<file path="config.mk">
export PLATFORM = sky130hd
export DESIGN_NAME = bo_datapath
export DESIGN_NICKNAME = d
export VERILOG_FILES = /design/src/rtl/bc_bo_pkg.sv /design/src/rtl/bo_alu.sv /design/src/rtl/bo_datapath.sv
export SDC_FILE = /design/constraint.sdc
export NUM_CORES = 1
export LEC_CHECK = 0
export ABC_AREA = 1
export CAP_MARGIN = 20
export CORE_MARGIN = 1
export CORE_UTILIZATION = 35
export CTS_CLUSTER_SIZE = 14
export DETAILED_ROUTE_END_ITERATION = 16
export GPL_TIMING_DRIVEN = 0
export PLACE_DENSITY = 0.53
export SYNTH_ARGS = -nofsm -noshare
export SYNTH_HDL_FRONTEND = slang
export SYNTH_SLANG_ARGS = --single-unit
</file>
<file path="constraint.sdc">
create_clock -name clk -period 7.65 [get_ports clk]
set_input_delay 2.295 -clock clk [delete_from_list [all_inputs] [get_ports clk]]
set_output_delay 2.295 -clock clk [all_outputs]
set_load 0.005 [all_outputs]
</file>
<file path="src/rtl/bc_bo_pkg.sv">
// ============================================================================
// Module   : bc_bo_pkg
// Brief    : Control-word encodings shared by the BC controller and bo_datapath.
// Revision : 1.0
// ============================================================================
`default_nettype none

package bc_bo_pkg;

  // Operand A select (M0)
  localparam logic [1:0] SEL_XIN = 2'd0;
  localparam logic [1:0] SEL_X   = 2'd1;
  localparam logic [1:0] SEL_S   = 2'd2;
  localparam logic [1:0] SEL_HR  = 2'd3;

  // Operand B select (M1)
  localparam logic [1:0] SELB_X  = 2'd0;
  localparam logic [1:0] SELB_C0 = 2'd1;
  localparam logic [1:0] SELB_C1 = 2'd2;
  localparam logic [1:0] SELB_S  = 2'd3;

  // ALU operation (M2)
  localparam logic [1:0] OP_PASS = 2'd0;
  localparam logic [1:0] OP_ADD  = 2'd1;
  localparam logic [1:0] OP_SUB  = 2'd2;
  localparam logic [1:0] OP_MUL  = 2'd3;

endpackage

`default_nettype wire

</file>
<file path="src/rtl/bo_alu.sv">
// ============================================================================
// Module   : bo_alu
// Brief    : Combinational unsigned 4-function ALU with overflow/borrow output.
// Revision : 1.0
// ============================================================================
`default_nettype none

module bo_alu
  import bc_bo_pkg::*;
#(
  parameter int W = 8
) (
  input  logic [W-1:0] i_a,
  input  logic [W-1:0] i_b,
  input  logic [1:0]   i_op,
  output logic [W-1:0] o_y,
  output logic         o_ovf
);

  logic [W:0]     w_sum;
  logic [2*W-1:0] w_prod;

  assign w_sum  = {1'b0, i_a} + {1'b0, i_b};
  assign w_prod = {{W{1'b0}}, i_a} * {{W{1'b0}}, i_b};

  always_comb begin
    o_y   = i_a;
    o_ovf = 1'b0;
    case (i_op)
      OP_PASS: begin
        o_y   = i_a;
        o_ovf = 1'b0;
      end
      OP_ADD: begin
        o_y   = w_sum[W-1:0];
        o_ovf = w_sum[W];
      end
      OP_SUB: begin
        o_y   = i_a - i_b;
        o_ovf = (i_a < i_b);
      end
      default: begin
        // Truncated product overflows when any upper-half bit is set.
        o_y   = w_prod[W-1:0];
        o_ovf = |w_prod[2*W-1:W];
      end
    endcase
  end

endmodule

`default_nettype wire

</file>
<file path="src/rtl/bo_datapath.sv">
// ============================================================================
// Module   : bo_datapath
// Brief    : Operative block executing the BC control word on X, S and HR.
// Revision : 1.0
// ============================================================================
`default_nettype none

module bo_datapath
  import bc_bo_pkg::*;
#(
  parameter int W  = 8,
  parameter int C0 = 2,
  parameter int C1 = 5
) (
  input  logic         clk,
  input  logic         reset,
  input  logic [W-1:0] x_in,
  input  logic         LX,
  input  logic         LS,
  input  logic         LH,
  input  logic         H,
  input  logic [1:0]   M0,
  input  logic [1:0]   M1,
  input  logic [1:0]   M2,
  output logic [W-1:0] result,
  output logic         zero,
  output logic         ovf,
  output logic         valid,
  output logic [7:0]   op_count
);

  localparam logic [W-1:0] c_c0 = W'(C0);
  localparam logic [W-1:0] c_c1 = W'(C1);

  logic [W-1:0] r_x, r_s, r_hr;
  logic         r_zero, r_ovf, r_valid;
  logic [7:0]   r_op_count;

  logic [W-1:0] w_a, w_b, w_alu;
  logic         w_alu_ovf;

  always_comb begin
    w_a = x_in;
    case (M0)
      SEL_XIN: w_a = x_in;
      SEL_X:   w_a = r_x;
      SEL_S:   w_a = r_s;
      default: w_a = r_hr;
    endcase
  end

  always_comb begin
    w_b = r_x;
    case (M1)
      SELB_X:  w_b = r_x;
      SELB_C0: w_b = c_c0;
      SELB_C1: w_b = c_c1;
      default: w_b = r_s;
    endcase
  end

  bo_alu #(.W(W)) u_alu (
    .i_a   (w_a),
    .i_b   (w_b),
    .i_op  (M2),
    .o_y   (w_alu),
    .o_ovf (w_alu_ovf)
  );

  always_ff @(posedge clk) begin
    if (reset) begin
      r_x        <= '0;
      r_s        <= '0;
      r_hr       <= '0;
      r_zero     <= 1'b1;
      r_ovf      <= 1'b0;
      r_valid    <= 1'b0;
      r_op_count <= 8'd0;
    end else begin
      if (LX) r_x <= x_in;
      if (LS) r_s <= w_alu;
      if (LH) r_hr <= H ? w_alu : r_s;
      if (LS) r_zero <= (w_alu == '0);
      r_valid <= LS;
      // LX opens a new computation, so the sticky flag and counter restart.
      if (LX) begin
        r_ovf      <= LS & w_alu_ovf;
        r_op_count <= LS ? 8'd1 : 8'd0;
      end else if (LS) begin
        r_ovf      <= r_ovf | w_alu_ovf;
        r_op_count <= (r_op_count == 8'hFF) ? 8'hFF : r_op_count + 8'd1;
      end
    end
  end

  assign result   = r_s;
  assign zero     = r_zero;
  assign ovf      = r_ovf;
  assign valid    = r_valid;
  assign op_count = r_op_count;

endmodule

`default_nettype wire

</file>
# After elaboration in Yosys (flattened, before gate mapping)
# Cells that the tools add are included.
[totals]
out_inout_bits = 19
inputBits = 20
register_bits = 35
elab_cells = 38
[op_classes]
n_mux = 11
n_eq_ne = 7
mul = 1
addsub = 3
order_cmp = 1
n_reduce_logical = 6
bitwise = 2
[ops]
columns = ["operator", "n"]
rows = [
  ["$pmux 8 s3", 3],
  ["$mux 8", 4],
  ["$mul 8x8->16", 1],
  ["$add 8x8->9", 1],
  ["$add 8x1->8 const B", 1],
  ["$eq 8x8->1 const B", 1],
  ["$logic_not 8->1", 1],
  ["$lt 8x8->1", 1],
  ["$reduce_or 8->1", 1],
  ["$sub 8x8->8", 1],
  ["$eq 2x1->1 const B", 3],
  ["$eq 2x2->1 const B", 3],
  ["$logic_not 2->1", 3],
  ["$mux 1", 3],
  ["$pmux 1 s3", 1],
  ["$reduce_bool 2->1", 1],
  ["$and 1x1->1", 1],
  ["$or 1x1->1", 1],
]

# Longest topological paths before layout
[depth]
word_depth = 8
ltp_mapped = 28
depth_no_buf = 28

# Hierarchy
# A second synthesis with hierarchy kept.
[hier_totals]
cells_unflattened = 792
area_unflattened_um2 = 5128.7
[modules_own_cells]
columns = ["module", "cells_each", "area_each_um2", "seq_area_each_um2", "instances"]
rows = [
  ["bo_alu", 530, 3333.2, 0.0, 1],
  ["bo_datapath", 262, 1795.5, 700.7, 1],
]

# Least setup slack after synthesis
# Ideal clock, no wire load.
[synth_path]
kind = "input-to-reg"
start = "input port M0[0]"
end = "register r_ovf (netlist: ovf)"
setup_time_ns = 0.132
arrival_ns = 6.498
n_path_buf = 1
setup_slack_ns = 1.020
required_ns = 7.518
cell_stages = 23
cell_sequence = "buf_6 -> nand2_4 -> or2_1 -> nand2_1 -> inv_1 -> ha_1 -> fa_1 -> inv_1 -> fa_1 -> fa_1 -> fa_1 -> inv_1 -> ha_1 -> a21oi_1 -> nor2_1 -> o21ai_0 -> nand3_1 -> nand2_1 -> nand2_1 -> nor2_1 -> nand2_1 -> nand2_1 -> a21oi_1"
[synth_via]
elab_chain_len = 8
word_cells_on_any_way = 13
cone_classes = "add/sub (1); mul (1); order compare (1); eq/ne (2); mux (4); bitwise (2); reduce/logical (2)"
[synth_rtl]
columns = ["element", "line_no", "rtl"]
rows = [
  ["start, declared", "bo_datapath.sv:22", "input logic [1:0] M0,"],
  ["$eq 2x2->1 (tied with other cells)", "bo_datapath.sv:44", "case (M0)"],
  ["$pmux 8 s3 (*)", "bo_datapath.sv:44", ""],
  ["$mul 8x8->16", "bo_alu.sv:24", "assign w_prod = {{W{1'b0}}, i_a} * {{W{1'b0}}, i_b};"],
  ["$reduce_or 8->1", "bo_alu.sv:45", "o_ovf = |w_prod[2*W-1:W];"],
  ["$pmux 1 s3 (*)", "bo_alu.sv:29", "case (i_op)"],
  ["$or 1x1->1", "bo_datapath.sv:90", "r_ovf <= r_ovf | w_alu_ovf;"],
  ["$mux 1", "bo_datapath.sv:89", "end else if (LS) begin"],
  ["$mux 1 (*)", "bo_datapath.sv:86", "if (LX) begin"],
  ["end signal, assigned", "bo_datapath.sv:87", "r_ovf <= LS & w_alu_ovf;"],
  ["end signal, assigned", "bo_datapath.sv:90", ""],
  ["end, declared", "bo_datapath.sv:36", "logic r_zero, r_ovf, r_valid;"],
]
# Mark *: on every way between the ends. The rest lies on a longest branch, timed or not. The select of a mux whose other input is x is not followed.
# A chain may end at the register's enable or synchronous reset.

# Final worst setup path
[layout_path]
start = "input port M1[0]"
end = "register r_ovf (netlist: ovf)"
[layout_via]
elab_chain_len = 8
word_cells_on_any_way = 13
cone_classes = "add/sub (1); mul (1); order compare (1); eq/ne (2); mux (4); bitwise (2); reduce/logical (2)"
[layout_rtl]
columns = ["element", "line_no", "rtl"]
rows = [
  ["start, declared", "bo_datapath.sv:23", "input logic [1:0] M1,"],
  ["$eq 2x2->1 (tied with other cells)", "bo_datapath.sv:54", "case (M1)"],
  ["$pmux 8 s3 (*)", "bo_datapath.sv:54", ""],
  ["$mul 8x8->16", "bo_alu.sv:24", ""],
  ["$reduce_or 8->1", "bo_alu.sv:45", ""],
  ["$pmux 1 s3 (*)", "bo_alu.sv:29", ""],
  ["$or 1x1->1", "bo_datapath.sv:90", ""],
  ["$mux 1", "bo_datapath.sv:89", ""],
  ["$mux 1 (*)", "bo_datapath.sv:86", ""],
]
# Marks and branches as above.

==> results.sh <==
export IMPL_clockBufferDepth=2
export IMPL_syn_cell_area_um2=4905
export IMPL_drive_gt1_share_pct=5.203
export IMPL_fin_worst_skew_ns=0.006415
export IMPL_ys_ff_latch=35
export IMPL_floorplan_die_area_um2=14490
export IMPL_wirelength_um=15240
export IMPL_grt_ovfl_total=0
export IMPL_numCtsBuffers=5
export IMPL_post_route_period_util_pct=95.18
export IMPL_dr_pass1_iters=6
export IMPL_criticalPathCategory="in -> reg"
export IMPL_setup_viol=0
export IMPL_synth_warnings=0
export IMPL_hold_class="reg -> reg"
export IMPL_fin_ws_ns=0.3687
export IMPL_final_cell_mix="nand2_1 (163), inv_1 (140), nor2_1 (68), a21oi_1 (58), nand3_1 (55)"
export IMPL_grt_use_total_pct=21.94
export IMPL_design_area_um2=5697
export IMPL_place_congestion=0.9237
export IMPL_ys_types=44
export IMPL_worstPathRequired_ns=7.80
export IMPL_status="finished clean"
export IMPL_die_h_um=120.4
export IMPL_grt_pass1_vias=4793
export IMPL_start_util_pct=36.46
export IMPL_tritoncts="built"
export IMPL_core_area_um2=13450
export IMPL_slew_headroom_pct=51.36
export IMPL_cts_root_buf="clkbuf_16"
export IMPL_final_common_cell="nand2_1"
export IMPL_path_max_fanout=6
export IMPL_fp_dieW_um=120.4
export IMPL_cts_htree_levels=2
export IMPL_hold_violations=0
export IMPL_start_kind="primary input"
export IMPL_routedWlPerCell_um=15.81
export IMPL_final_max_slew_violation_count=0
export IMPL_core_rowCount=42
export IMPL_fin_hold_ws_ns=0.4610
export IMPL_max_freq_mhz=137.3
export IMPL_tightest_slew_ns=0.7295
export IMPL_peakVddDrop_uv=81.76
export IMPL_drc=0
export IMPL_synth_nets=854
export IMPL_vias=4977
export IMPL_area_growth_pct=16.15
export IMPL_fin_nets=899
export IMPL_clock_sinks=35
export IMPL_io_pins=39
export IMPL_num_antenna_cells=0
export IMPL_dpl_worst_slack_ns=-0.3870
export IMPL_ant_nets=0
export IMPL_grt_pass1_wl_um=24930
export IMPL_dpl_cell_area_um2=5505
export IMPL_power_leakage_nw=2.759
export IMPL_p_per_area_nw_per_um2=142.7
export IMPL_antenna_found_initial=0
export IMPL_vias_per_cell=5.163
export IMPL_end_kind="flip-flop"
export IMPL_drv_cap=0
export IMPL_grt_max_degree=11
export IMPL_dr_first_iter_drc_count=384
export IMPL_dp_hpwl_um=12800
export IMPL_min_period_ns=7.281
export IMPL_cts_clk_slew_worst_paths_ns=0.05
export IMPL_insertion_delay_ns=0.29
export IMPL_synth_cells=743
export IMPL_syn_avg_cell_area_um2=6.601
export IMPL_io_buffers=38
export IMPL_critPathArrivalTime_ns=7.43
export IMPL_postCtsSetupRepairBufs=0
export IMPL_ys_seq_area_share_pct=14.29
through the flow:
stage	power [mW]	util, %	setup TNS (ns)	std cells
6_report	0.8132	42.35	0	964
5_1_grt	0.8799	42.35	-0.004803	964
4_1_cts	0.8098	42.05	0	964
3_5_place_dp	0.6011	40.92	-0.4129	957
3_3_place_gp	0.5991	40.92	-0.4009	957
2_1_floorplan	0.4767	-	0	743
synthesized netlist by cell type (all sizes together):
master / count / area (um2)
a211oi: 3 / 22.52
a21oi: 60 / 300.3
a22o: 1 / 8.760
a22oi: 1 / 7.510
a31o: 1 / 8.760
a31oi: 2 / 12.51
and2: 1 / 6.260
buf: 3 / 20.01
clkbuf: 8 / 30.03
dfxtp: 35 / 700.7
fa: 38 / 760.7
ha: 53 / 663.1
inv: 149 / 559.3
nand2: 168 / 648.1
nand3: 55 / 275.3
nand3b: 2 / 15.01
nand4: 16 / 106.4
nor2: 72 / 285.3
nor3: 1 / 5.000
nor3b: 2 / 26.28
o2111ai: 1 / 8.760
o211ai: 8 / 65.06
o21ai: 42 / 217.7
o21bai: 2 / 15.01
o22ai: 6 / 37.54
o311ai: 1 / 8.760
or2: 7 / 46.30
xnor2: 1 / 8.760
xor2: 4 / 35.03
worst paths after layout:
path	from	to	slack [ns]	cells past startpoint
setup / recovery	M1[0]	ovf	0.37	24
hold / removal	r_hr[5]	r_hr[5]	0.46	2
setup reg to reg	result[2]	ovf	2.60	22
hold reg to reg	r_hr[5]	r_hr[5]	0.46	2
metal layers:
layer	up-vias	part of all wire (%)	track usage (%)
met2	175	43	32.69
met5	-	0	0
li1	2466	-	-
met4	0	2.7	6.481
met3	26	6.1	2.642
met1	2310	48	32.78
state kept, by name (all words and copies together), names as in the netlist:
signal / cells
op_count: 8
r_hr: 8
r_x: 8
result: 8
ovf: 1
valid: 1
zero: 1
critical path, stage by stage:
cell,delay [ns]
clkdlybuf4s50_1,0.48
inv_1,0.12
a21oi_1,0.07
a21oi_1,0.55
inv_1,0.28
nor2_1,0.20
fa_1,0.44
inv_1,0.08
fa_1,0.45
fa_1,0.53
fa_1,0.54
inv_1,0.04
ha_2,0.37
nand2_1,0.10
nor2_1,0.15
nand3_1,0.14
nand3_1,0.11
nand2_1,0.05
nand2_1,0.06
nand3_1,0.07
nor2_1,0.09
nand2_1,0.08
nand2_1,0.06
a21oi_1,0.05
area by class of cell:
cell class              instances  area, um2
inverters                     149      559.3
fillers                      1517       7756
multi-input cells             548       3641
well taps                     176      220.2
clock inverters                 1      5.005
flip-flops and latches         35      700.7
repair buffers                 38      381.6
clock buffers                   6      138.9
plain buffers                  11      50.05
power by group:
part	switching, mW	internal [mW]	total, mW
clock	0.0787	0.127	0.206
sequential	0.00903	0.195	0.204
combinational	0.262	0.141	0.403
total	0.350	0.463	0.813
repair_timing:
item / 4_1_cts / 5_1_grt
endpoints found under the setup margin: 1 / 1
hold buffers: 0 / 0
resized for setup: 3 / 13
kinds of logic after synthesis:
logic type               share of synthesized area, %
flip-flops                                      14.29
AO/OA/AOI/OAI                                   14.54
adder cells (fa/ha/maj)                         29.03
buffers and inverters                           12.42
XOR/XNOR                                       0.8928
AND/OR/NAND/NOR                                 28.83
(Power assumes the default switching activity.)
